`src/rtl/alien_formation_ctrl.sv`:
```
// alien_formation_ctrl
// Frame-synchronous motion controller for the three-alien formation.
// A frame tick is taken when the timing generator reaches the first
// non-visible row at column 0. The formation moves once every
// (speed+1) frames, drops and reverses at the screen edges, and stops
// when it reaches the ship row. All updates land in vertical blanking.
module alien_formation_ctrl #(
  parameter int V_ACTIVE = 480,
  parameter int X_MIN    = 0,
  parameter int X_MAX    = 640,
  parameter int FORM_W   = 80,
  parameter int PITCH    = 30,
  parameter int SPR_H    = 20,
  parameter int X_START  = 290,
  parameter int Y_START  = 40,
  parameter int STEP     = 4,
  parameter int DROP     = 10,
  parameter int LAND_Y   = 380
) (
  input  logic        vga_clk,
  input  logic        wb_rst_i,
  input  logic [11:0] pixel_row,
  input  logic [11:0] pixel_column,
  input  logic        cfg_wr,
  input  logic        cfg_enable,
  input  logic [3:0]  cfg_speed,
  input  logic        restart,
  output logic [9:0]  alien0_x,
  output logic [9:0]  alien1_x,
  output logic [9:0]  alien2_x,
  output logic [9:0]  alien_y,
  output logic        dir,
  output logic        landed,
  output logic        frame_pulse,
  output logic        move_pulse
);

  // 10-bit position constants and 11-bit compare constants. Edge tests are
  // done one bit wider so that x + FORM_W can never wrap.
  localparam logic [9:0]  LP_X_START = 10'(X_START);
  localparam logic [9:0]  LP_Y_START = 10'(Y_START);
  localparam logic [9:0]  LP_STEP    = 10'(STEP);
  localparam logic [9:0]  LP_DROP    = 10'(DROP);
  localparam logic [9:0]  LP_PITCH   = 10'(PITCH);
  localparam logic [9:0]  LP_PITCH2  = 10'(2 * PITCH);
  localparam logic [10:0] LP_STEP11  = 11'(STEP);
  localparam logic [10:0] LP_FORMW11 = 11'(FORM_W);
  localparam logic [10:0] LP_XMAX11  = 11'(X_MAX);
  localparam logic [10:0] LP_XMIN11  = 11'(X_MIN);
  localparam logic [10:0] LP_SPRH11  = 11'(SPR_H);
  localparam logic [10:0] LP_LANDY11 = 11'(LAND_Y);
  localparam logic [11:0] LP_VACT    = 12'(V_ACTIVE);

  typedef enum logic [1:0] {
    S_IDLE   = 2'd0,
    S_RUN    = 2'd1,
    S_LANDED = 2'd2
  } state_t;

  state_t      r_state;
  state_t      w_state_nxt;

  logic        r_enable;
  logic [3:0]  r_speed;
  logic [3:0]  r_frame_cnt;
  logic        r_match_d;
  logic        r_frame_pulse;
  logic [9:0]  r_x;
  logic [9:0]  r_x1;
  logic [9:0]  r_x2;
  logic [9:0]  r_y;
  logic        r_dir;
  logic        r_landed;
  logic        r_move_pulse;

  logic        w_match;
  logic        w_count_en;
  logic        w_move_due;
  logic [10:0] w_x11;
  logic        w_edge;
  logic [9:0]  w_y_drop;
  logic        w_drop_lands;
  logic        w_land_hit;
  logic [9:0]  w_x_nxt;
  logic [9:0]  w_y_nxt;
  logic        w_dir_nxt;
  logic [3:0]  w_cnt_nxt;
  logic        w_landed_nxt;
  logic        w_move_nxt;

  assign w_match = (pixel_row == LP_VACT) && (pixel_column == 12'd0);

  // Frame tick: rising edge of the (V_ACTIVE, 0) match, registered once.
  always_ff @(posedge vga_clk or posedge wb_rst_i) begin
    if (wb_rst_i) begin
      r_match_d     <= 1'b0;
      r_frame_pulse <= 1'b0;
    end else begin
      r_match_d     <= w_match;
      r_frame_pulse <= w_match & ~r_match_d;
    end
  end

  // Configuration registers, loaded only on cfg_wr.
  always_ff @(posedge vga_clk or posedge wb_rst_i) begin
    if (wb_rst_i) begin
      r_enable <= 1'b0;
      r_speed  <= 4'd0;
    end else if (cfg_wr) begin
      r_enable <= cfg_enable;
      r_speed  <= cfg_speed;
    end else begin
      r_enable <= r_enable;
      r_speed  <= r_speed;
    end
  end

  // Edge and landing arithmetic for the pending move.
  always_comb begin
    w_x11        = {1'b0, r_x};
    w_move_due   = (r_frame_cnt >= r_speed);
    w_y_drop     = r_y + LP_DROP;
    w_drop_lands = (({1'b0, w_y_drop} + LP_SPRH11) >= LP_LANDY11);
    if (r_dir) begin
      w_edge = ((w_x11 + LP_STEP11 + LP_FORMW11) > LP_XMAX11);
    end else begin
      w_edge = (w_x11 < (LP_XMIN11 + LP_STEP11));
    end
  end

  // FSM state register.
  always_ff @(posedge vga_clk or posedge wb_rst_i) begin
    if (wb_rst_i) begin
      r_state <= S_IDLE;
    end else begin
      r_state <= w_state_nxt;
    end
  end

  // FSM next state: restart overrides everything; landing ends the run.
  always_comb begin
    w_state_nxt = r_state;
    if (restart) begin
      w_state_nxt = r_enable ? S_RUN : S_IDLE;
    end else begin
      case (r_state)
        S_IDLE:   w_state_nxt = r_enable ? S_RUN : S_IDLE;
        S_RUN: begin
          if (w_land_hit) begin
            w_state_nxt = S_LANDED;
          end else if (!r_enable) begin
            w_state_nxt = S_IDLE;
          end else begin
            w_state_nxt = S_RUN;
          end
        end
        S_LANDED: w_state_nxt = S_LANDED;
        default:  w_state_nxt = S_IDLE;
      endcase
    end
  end

  // FSM outputs: frames are counted only while running and enabled.
  always_comb begin
    w_count_en = (r_state == S_RUN) && r_enable && r_frame_pulse && !restart;
    w_land_hit = w_count_en && w_move_due && w_edge && w_drop_lands;
  end

  // Next position / counter values for this cycle.
  always_comb begin
    w_x_nxt      = r_x;
    w_y_nxt      = r_y;
    w_dir_nxt    = r_dir;
    w_cnt_nxt    = r_frame_cnt;
    w_landed_nxt = r_landed;
    w_move_nxt   = 1'b0;
    if (restart) begin
      w_x_nxt      = LP_X_START;
      w_y_nxt      = LP_Y_START;
      w_dir_nxt    = 1'b1;
      w_cnt_nxt    = 4'd0;
      w_landed_nxt = 1'b0;
    end else if (w_count_en) begin
      if (w_move_due) begin
        w_cnt_nxt  = 4'd0;
        w_move_nxt = 1'b1;
        if (w_edge) begin
          w_y_nxt      = w_y_drop;
          w_dir_nxt    = ~r_dir;
          w_landed_nxt = r_landed | w_drop_lands;
        end else if (r_dir) begin
          w_x_nxt = r_x + LP_STEP;
        end else begin
          w_x_nxt = r_x - LP_STEP;
        end
      end else begin
        w_cnt_nxt = r_frame_cnt + 4'd1;
      end
    end else begin
      w_move_nxt = 1'b0;
    end
  end

  // Position registers; sprite origins are registered alongside x.
  always_ff @(posedge vga_clk or posedge wb_rst_i) begin
    if (wb_rst_i) begin
      r_x          <= LP_X_START;
      r_x1         <= LP_X_START + LP_PITCH;
      r_x2         <= LP_X_START + LP_PITCH2;
      r_y          <= LP_Y_START;
      r_dir        <= 1'b1;
      r_frame_cnt  <= 4'd0;
      r_landed     <= 1'b0;
      r_move_pulse <= 1'b0;
    end else begin
      r_x          <= w_x_nxt;
      r_x1         <= w_x_nxt + LP_PITCH;
      r_x2         <= w_x_nxt + LP_PITCH2;
      r_y          <= w_y_nxt;
      r_dir        <= w_dir_nxt;
      r_frame_cnt  <= w_cnt_nxt;
      r_landed     <= w_landed_nxt;
      r_move_pulse <= w_move_nxt;
    end
  end

  assign alien0_x    = r_x;
  assign alien1_x    = r_x1;
  assign alien2_x    = r_x2;
  assign alien_y     = r_y;
  assign dir         = r_dir;
  assign landed      = r_landed;
  assign frame_pulse = r_frame_pulse;
  assign move_pulse  = r_move_pulse;

endmodule

```
`config.mk`:
```
export PLATFORM = sky130hd
export DESIGN_NAME = alien_formation_ctrl
export DESIGN_NICKNAME = d
export VERILOG_FILES = /design/src/rtl/alien_formation_ctrl.sv
export SDC_FILE = /design/constraint.sdc
export NUM_CORES = 1
export LEC_CHECK = 0
export BUFFER_PORTS_ARGS = -buffer_cell sky130_fd_sc_hd__buf_2
export CELL_PAD_IN_SITES_DETAIL_PLACEMENT = 1
export CELL_PAD_IN_SITES_GLOBAL_PLACEMENT = 1
export CORE_MARGIN = 10
export CORE_UTILIZATION = 44
export DETAILED_ROUTE_END_ITERATION = 10
export PLACE_DENSITY = 0.88
export REMOVE_ABC_BUFFERS = 1
export SYNTH_ARGS = -nofsm -noshare
export SYNTH_HDL_FRONTEND = slang
export SYNTH_SLANG_ARGS = --single-unit
```
`constraint.sdc`:
```
create_clock -name vga_clk -period 7.74 [get_ports vga_clk]
set_clock_uncertainty 0.1 [all_clocks]
set_input_delay 0 -clock vga_clk [delete_from_list [all_inputs] [get_ports vga_clk]]
set_output_delay 0 -clock vga_clk [all_outputs]
set_load 0.03 [all_outputs]
```
==> results of run 1 <==
==> layer usage <==
| layer | share of wire, % | wire [um] |
|---|---|---|
| met3 | 4.7 | 418 |
| met1 | 43 | 3800 |
| met5 | 0 | 0 |
| met2 | 51 | 4510 |
| met4 | 1.3 | 115 |
==> synth_stat cells (5+ instances only) <==
master | n | area share (%)
dfstp_2 | 13 | 11
clkbuf_1 | 6 | 0.72
nor2_1 | 22 | 2.6
buf_4 | 6 | 1.4
nor4_1 | 5 | 1.0
xor2_1 | 6 | 1.7
nand3_1 | 7 | 1.1
o21ai_0 | 17 | 2.7
nor3_1 | 9 | 1.4
dfrtp_1 | 38 | 30
xnor2_1 | 25 | 7.0
and3_1 | 5 | 1.0
inv_1 | 24 | 2.9
ha_1 | 13 | 5.2
a21oi_1 | 11 | 1.8
a31oi_1 | 5 | 1.0
nand2_1 | 22 | 2.6
==> power by group through the flow <==
stage | clock network, uW | logic (uW) | registers (uW)
global placement | 0 | 26.8 | 276
CTS | 164 | 35.7 | 271
detailed placement | 0 | 27.8 | 276
global route | 178 | 40.4 | 272
finish | 163 | 36.1 | 271
floorplan | 0 | 14.0 | 275
==> cells in the final DEF, fill, tap and decap left out, drive strengths merged, types with 4 or more instances in the layout <==
| master | Yosys | layout |
|---|---|---|
| a21o | 4 | 4 |
| a21oi | 11 | 11 |
| a31oi | 5 | 5 |
| and3 | 5 | 5 |
| buf | 13 | 72 |
| clkbuf | 6 | 7 |
| conb | 1 | 4 |
| dfrtp | 38 | 38 |
| dfstp | 13 | 13 |
| dlygate4sd3 | 0 | 20 |
| ha | 13 | 13 |
| inv | 24 | 24 |
| mux2i | 5 | 5 |
| nand2 | 22 | 22 |
| nand2b | 4 | 4 |
| nand3 | 7 | 7 |
| nor2 | 25 | 25 |
| nor3 | 9 | 9 |
| nor4 | 5 | 5 |
| o211ai | 4 | 4 |
| o21ai | 19 | 19 |
| o311ai | 4 | 4 |
| o31ai | 4 | 4 |
| xnor2 | 26 | 26 |
| xor2 | 6 | 6 |
==> state kept, by name, summed over array words and instances (netlist names) <==
register / count
r_frame_cnt: 4
frame_pulse: 1
r_enable: 1
r_match_d: 1
move_pulse: 1
alien1_x: 9
r_state: 2
dir: 1
alien2_x: 9
alien_y: 9
r_speed: 4
landed: 1
alien0_x: 8
==> stage by stage <==
step | power [uW] | hold slack, ns | utilization [%] | area, um^2 | setup WS [ns]
after floorplan | 289 | -0.0336 | - | 3030 | 4.34
after global placement | 303 | 0.106 | 51.3 | 3510 | 4.27
after detailed placement | 304 | 0.119 | 51.3 | 3510 | 4.08
final | 470 | 0.0194 | 55.7 | 3800 | 4.09
after global routing | 490 | 0.0773 | 55.7 | 3800 | 3.78
after CTS | 471 | 0.0222 | 55.7 | 3800 | 4.10
==> path summary, 6_finish.rpt <==
| path | start | to | depth (start not counted) |
|---|---|---|---|
| max in group asynchronous | wb_rst_i | r_frame_cnt[3]$_DFFE_PP0P_ | 3 |
| worst max-delay path | alien0_x[2]$_DFF_PP0_ | alien1_x[7]$_DFF_PP0_ | 13 |
| min in group asynchronous | wb_rst_i | alien2_x[5]$_DFF_PP0_ | 3 |
| worst max register to register | alien0_x[2]$_DFF_PP0_ | alien1_x[7]$_DFF_PP0_ | 13 |
| worst min-delay path | restart | alien2_x[5]$_DFF_PP0_ | 2 |
| worst min register to register | r_match_d$_DFF_PP0_ | frame_pulse$_DFF_PP0_ | 1 |
==> layout make-up <==
cell class	instances	area, um^2	area share [%]
Multi-Input combinational cell	231	1640	43.2
Timing Repair Buffer	92	561	14.7
Clock inverter	1	8.76	0.230
Clock buffer	7	86.3	2.27
Tap cell	96	120	3.16
Inverter	24	90.1	2.37
Sequential cell	51	1290	34.0
==> timing repair <==
action                                 in CTS  in global routing
hold buffers                               20                  0
setup buffers                               0                  0
endpoints found under the hold margin      45                  0
==> logic make-up after synthesis <==
| kind of cell | count (synthesis) | share of synthesized area, % |
|---|---|---|
| compound gates | 79 | 18.7 |
| simple gates | 95 | 15.9 |
| other cells | 1 | 0.120 |
| fa+ha+maj | 13 | 5.21 |
| mux | 8 | 2.81 |
| xor+xnor | 32 | 9.58 |
| buf+inv | 43 | 6.29 |
| flops | 51 | 41.4 |
==> worst max-delay path, delay by kind of cell, from the launching register on <==
kind | cells | cell delay, ns
adder cells (fa/ha/maj) | 2 | 0.47
AND/OR/NAND/NOR | 2 | 0.72
buffers and inverters | 1 | 0.15
flip-flops | 1 | 0.49
XOR/XNOR | 2 | 0.24
AO/OA/AOI/OAI | 6 | 1.37
==> metrics.md, run 1 <==
| Metric | Value |
|---|---|
| Yosys warns | `0` |
| Period Utilization, post-route | `47.2%` |
| RSZ-0062 raised after global routing | `no` |
| CP Cell Sequence | `inv_1 -> ha_1 -> nor4b_2 -> a31o_1 -> o41ai_2 -> o211ai_1 -> o21a_2 -> xnor2_1 -> or2_2 -> ha_1 -> o211ai_1 -> o221ai_1 -> xnor2_1` |
| Pint | `360 uW` |
| Worst hold path class | `in -> reg` |
| DP Cell Count | `474` |
| Final Slew Violations | `0` |
| Drt pass-1 iters | `4` |
| # nets final | `approximately 450` |
| Largest net degree at the start of global routing | `52` |
| Vias in the first global route | `3042` |
| Unique masters post-synth | `66` |
| Tmin final | `3.65 ns` |
| Cell Count, Final, Fillers Out | `about 500` |
| Share of layout cells above drive strength 1 | `a little over a quarter` |
| Synth Cell Area | `between 3000 and 4000 um^2` |
| Crit start category | `flip-flop` |
| Post-synth EDFFs | `0` |
| Antenna Cells | `0` |
| Syn Inst Count | `322` |
| Die area | `between 10000 and 15000 um^2` |
| Initial antenna violation count | `0` |
| Number of setup violations in the final report | `0` |
| Crit. End Element | `flip-flop` |
| Average wire per standard cell | `17.6 um` |
| Cts bufs inserted | `5` |
| First-pass GRT wire length | `about 15000 um` |
| Setup TNS | `0 ns` |
| DRT Wirelength | `~9000 um` |
| Detailed-route via count | `2722` |
| Initial Util | `between 40% and 50%` |
| Synth Register Bits | `between 50 and 60` |
| Ys async rst share | `100%` |
| Syn-to-layout area delta | `21.8%` |
| Post-detail-place hpwl | `roughly 6600 um` |
| FMAX | `0.274 GHz` |
| Clk_lat worst skew | `0.30 ns` |
| Crit-path slowest cell | `dfrtp_1` |
| Placer Congestion | `0.808` |
| Routing usage on met2 | `between 20% and 30%` |
| Arrival @ worst endpoint | `about 3.8 ns` |
| Flop pwr share | `between 50% and 60%` |
| Gr ovfl total | `0` |
| Max-Cap Viols | `0` |
| Sw Ratio | `23.4%` |
| Clk pwr share | `34.6%` |
| FF-to-FF setup slack | `just over 4 ns` |
| Avg Inst Size Synth | `9.69 um^2` |
| Leakage | `roughly 0.0017 uW` |
| Slowest stage delay, CP | `0.49 ns` |
| Peak VDD IR | `65.5 uV` |
| Max transition margin | `29.6%` |
| CTS H-Tree Depth | `2` |
| Sw power | `110 uW` |
| Root buffer cell | `clkbuf_8` |
| WP data required | `7.84 ns` |
| Sequential area share after synthesis | `41.4%` |
| Worst slew pin tran | `about 1.1 ns` |
| Cts repair resizes | `0` |
| PD cells | `124 nW/um^2` |
| Met1 Track Usage GR | `around a fifth` |
| CP max FO | `9` |
| GRT Total Usage | `16.2%` |
| I/O pin cnt | `77` |
| Global route hottest layer | `met2` |
| CTS clk-pin slew, worst paths | `0.10 ns` |
| CTS tree | `done` |
| Layout fillers | `831` |
| CTS max path bufs | `2` |
| Die Wd | `104 um` |
| Die Ht | `between 100 and 150 um` |
| Site row count | `30` |
| Remaining DRCs | `0` |
| Clock tree sinks | `51` |
| Status | `finished clean` |
| GR met3 Demand/Resource | `approximately 3.3%` |
| Core area | `about 7000 um^2` |
| Crit path kind | `reg -> reg` |
| Final ANT Viol Nets | `0` |
| Logic gate share of total power | `7.7%` |
| Final hold violations | `0` |
| Via/cell ratio | `5.42` |
| DRT iter0 DRCs | `157` |
| PortBufs | `72` |
| Ys flop type | `dfrtp_1` |
Note: power is estimated with default switching activity, not from simulation.
==> run 2, diff against run 1 <==
- ABC_AREA: not set -> 1
- CORE_UTILIZATION: 44 -> 40
- PLACE_DENSITY: 0.88 -> 0.83
- clock period: 7.74 -> 3.6 ns (I/O delays scaled with it)
==> run 2 against run 1 <==
  * Sequential share of layout area decreased by 0.61 points
  * Count of clock-buffer cells in the layout decreased by 2
  * Sequential power increased by 120%
  * Design area increased by 1.8%
  * Critical path depth increased by 7
  * Setup slack got worse by 3.5 ns
  * Register-to-register slack got worse by 3.5 ns
  * Via count increased by 6.1%
  * Fmax increased by 21%
  * Worst hold slack improved by 0.28 ns
  * Largest power group unchanged
==> metrics.md, run 2 <==
| Metric | Value |
|---|---|
| Status | `finished clean` |
| Final Slew Violations | `0` |
| Largest net degree at the start of global routing | `52` |
| Crit path kind | `reg -> reg` |
| CTS max path bufs | `2` |
| WHS Endpoint | `frame_pulse$_DFF_PP0_` |
| Synth area leaders | `dfrtp_1 30%, dfstp_2 11%, nand2_1 9.8%, inv_1 6.3%, ha_1 5.1%` |
| PD cells | `285 nW/um^2` |
| Remaining DRCs | `0` |
| Post-detail-place hpwl | `7270 um` |
| Crit Reg-Reg Endpoint | `alien1_x[8]$_DFF_PP1_` |
| Root buffer cell | `clkbuf_8` |
| Final hold violations | `0` |
| RSZ-0062 raised after global routing | `no` |
| Routed wl met2 | `4660 um` |
| Post-CTS setup buffers | `0` |
| Peak VDD IR | `about 170 uV` |
| Cts repair resizes | `0` |
| DRT iter0 DRCs | `97` |
| Number of setup violations in the final report | `0` |
| R2r startpoint | `r_frame_cnt[1]$_DFFE_PP0P_` |
| Yosys warns | `0` |
| Arrival @ worst endpoint | `3.15 ns` |
| CTS clk-pin slew, worst paths | `approximately 0.10 ns` |
| CTS H-Tree Depth | `2` |
| Hold depth | `1` |
| DRT Wirelength | `between 9000 and 10000 um` |
| Vias in the first global route | `3207` |
| Tmin final | `approximately 3 ns` |
| Synth top area share | `29.9%` |
| FMAX | `0.332 GHz` |
| Initial Util | `41.1%` |
| Initial antenna violation count | `0` |
| Synth Register Bits | `51` |
| Share of layout cells above drive strength 1 | `between 20 and 30%` |
| Avg Inst Size Synth | `about 8.5 um^2` |
| Most common cell after layout, fill and taps aside | `nand2_1` |
| Die Wd | `about 110 um` |
| Sequential area share after synthesis | `40.7%` |
| Max transition margin | `30.1%` |
| Cts bufs inserted | `5` |
| Crit. End Element | `flip-flop` |
| R2R cell count | `20` |
| Die area | `11900 um^2` |
| Leakage | `0.00203 uW` |
| First-pass GRT wire length | `roughly 16000 um` |
| Worst slew pin tran | `between 1 and 1.5 ns` |
| WP data required | `3.74 ns` |
| Setup TNS | `0 ns` |
| GRT Total Usage | `16.2%` |
| Average wire per standard cell | `16.5 um` |
| FF-to-FF setup slack | `0.59 ns` |
| CP max FO | `8` |
| Met3 Wirelength | `517 um` |
| Ys flop type | `dfrtp_1` |
| Placer Congestion | `0.864` |
| Period Utilization, post-route | `83.6%` |
| I/O pin cnt | `77` |
| Crit start category | `flip-flop` |
| Gr ovfl total | `0` |
| Area leader, netlist | `dfrtp_1` |
| Syn Inst Count | `375` |
| Hold WS | `0.302 ns` |
| Cell with the most instances after synthesis | `nand2_1` |
| CTS tree | `done` |
| Hold Startpoint | `r_match_d$_DFF_PP0_` |
| Final ANT Viol Nets | `0` |
| Die Ht | `109 um` |
| Site row count | `32` |
| Design Power | `1100 uW` |
| Worst hold path class | `reg -> reg` |
| Clk_lat worst skew | `approximately 0.31 ns` |
| Commonest cells post-synth | `83 x nand2_1, 53 x inv_1, 38 x dfrtp_1` |
| Top Metal Used | `met4` |
| Detailed-route via count | `a little under 3000` |
| Drt pass-1 iters | `4` |
| Most frequent cells in the layout | `83 x nand2_1, 72 x buf_2, 52 x inv_1` |
| Via/cell ratio | `5.07` |
| Antenna Cells | `0` |
| # nets final | `513` |
| Core area | `slightly below 8000 um^2` |
| PortBufs | `just over 70` |
| Ys async rst share | `100%` |
| Max-Cap Viols | `0` |
| M1 WL | `4040 um` |
| Clock tree sinks | `51` |
| Syn-to-layout area delta | `21.9%` |
| Post-synth EDFFs | `0` |
| Unique masters post-synth | `44` |
| Synth Cell Area | `3180 um^2` |
[run 2: cell families (layout without fill, tap and decap cells)]
group	after synthesis	count (layout)	synth area share (%)
adder cells (fa/ha/maj)	13	13	5.12
buffers and inverters	70	160	9.81
flip-flops	51	51	40.7
AO/OA/AOI/OAI	39	39	7.68
XOR/XNOR	16	16	4.41
AND/OR/NAND/NOR	184	184	31.8
other	1	4	0.118
multiplexers	1	1	0.355
[run 2: routing by layer]
| metal | GRT usage, % | up-vias |
|---|---|---|
| met2 | 27.3 | 79 |
| li1 | - | 1386 |
| met5 | 0 | - |
| met1 | 20.0 | 1411 |
| met3 | 3.72 | 13 |
| met4 | 4.99 | 0 |
[run 2: what timing repair did]
item                                    in CTS  in global routing
hold buffers                                19                  0
hold endpoints to repair                    47                  0
endpoints found under the setup margin       0                  0
[run 2: final cells by class]
| class | count | area (um^2) |
|---|---|---|
| inverter | 61 | 231 |
| fill | 962 | 3850 |
| sequential | 51 | 1290 |
| multi-input combinational | 257 | 1580 |
| timing repair buffer | 91 | 551 |
| clock inverter | 3 | 18.8 |
| clock buffer | 5 | 68.8 |
| tap | 102 | 128 |
[run 2: worst max-delay path: stages (launching register included)]
cell,delay [ns]
dfrtp_1,0.44
ha_1,0.34
inv_1,0.07
o21bai_1,0.12
nand3_1,0.09
nand3_2,0.12
nand2_1,0.11
inv_2,0.09
nand2_2,0.07
inv_4,0.11
nand2_2,0.09
nand2_1,0.10
nand3_2,0.15
ha_1,0.31
inv_1,0.11
nor2_1,0.06
nand2_1,0.09
nand2_1,0.11
inv_2,0.06
nand2_1,0.05
xor2_1,0.14
[run 2: worst max-delay path by stage]
stage	slack [ns]	endpoint	depth (start not counted)	start
final	0.59	alien1_x[8]$_DFF_PP1_	20	r_frame_cnt[1]$_DFFE_PP0P_
after global routing	0.32	alien1_x[8]$_DFF_PP1_	21	alien0_x[2]$_DFF_PP0_
after CTS	0.65	alien1_x[8]$_DFF_PP1_	21	alien0_x[2]$_DFF_PP0_
after detailed placement	0.67	alien1_x[8]$_DFF_PP1_	21	alien0_x[2]$_DFF_PP0_
after global placement	0.87	alien1_x[8]$_DFF_PP1_	23	alien0_x[2]$_DFF_PP0_
after floorplan	0.86	alien1_x[8]$_DFF_PP1_	23	alien0_x[2]$_DFF_PP0_
[run 2: report_power, final]
group	leakage (uW)	total [uW]	internal (uW)	switching (uW)
Clock	0.0000483	340	138	203
Sequential	0.000654	598	587	11.2
Combinational	0.00132	165	62.1	103
[run 2: metrics by stage]
| stage | setup slack (ns) | std cells | util [%] | area, um^2 |
|---|---|---|---|---|
| finish | 0.589 | 570 | 50.1 | 3870 |
| global route | 0.324 | 570 | 50.1 | 3870 |
| CTS | 0.648 | 570 | 50.1 | 3870 |
| detailed placement | 0.667 | 543 | 46.5 | 3590 |
| global placement | 0.870 | 543 | 46.5 | 3590 |
| floorplan | 0.857 | 369 | - | 3110 |
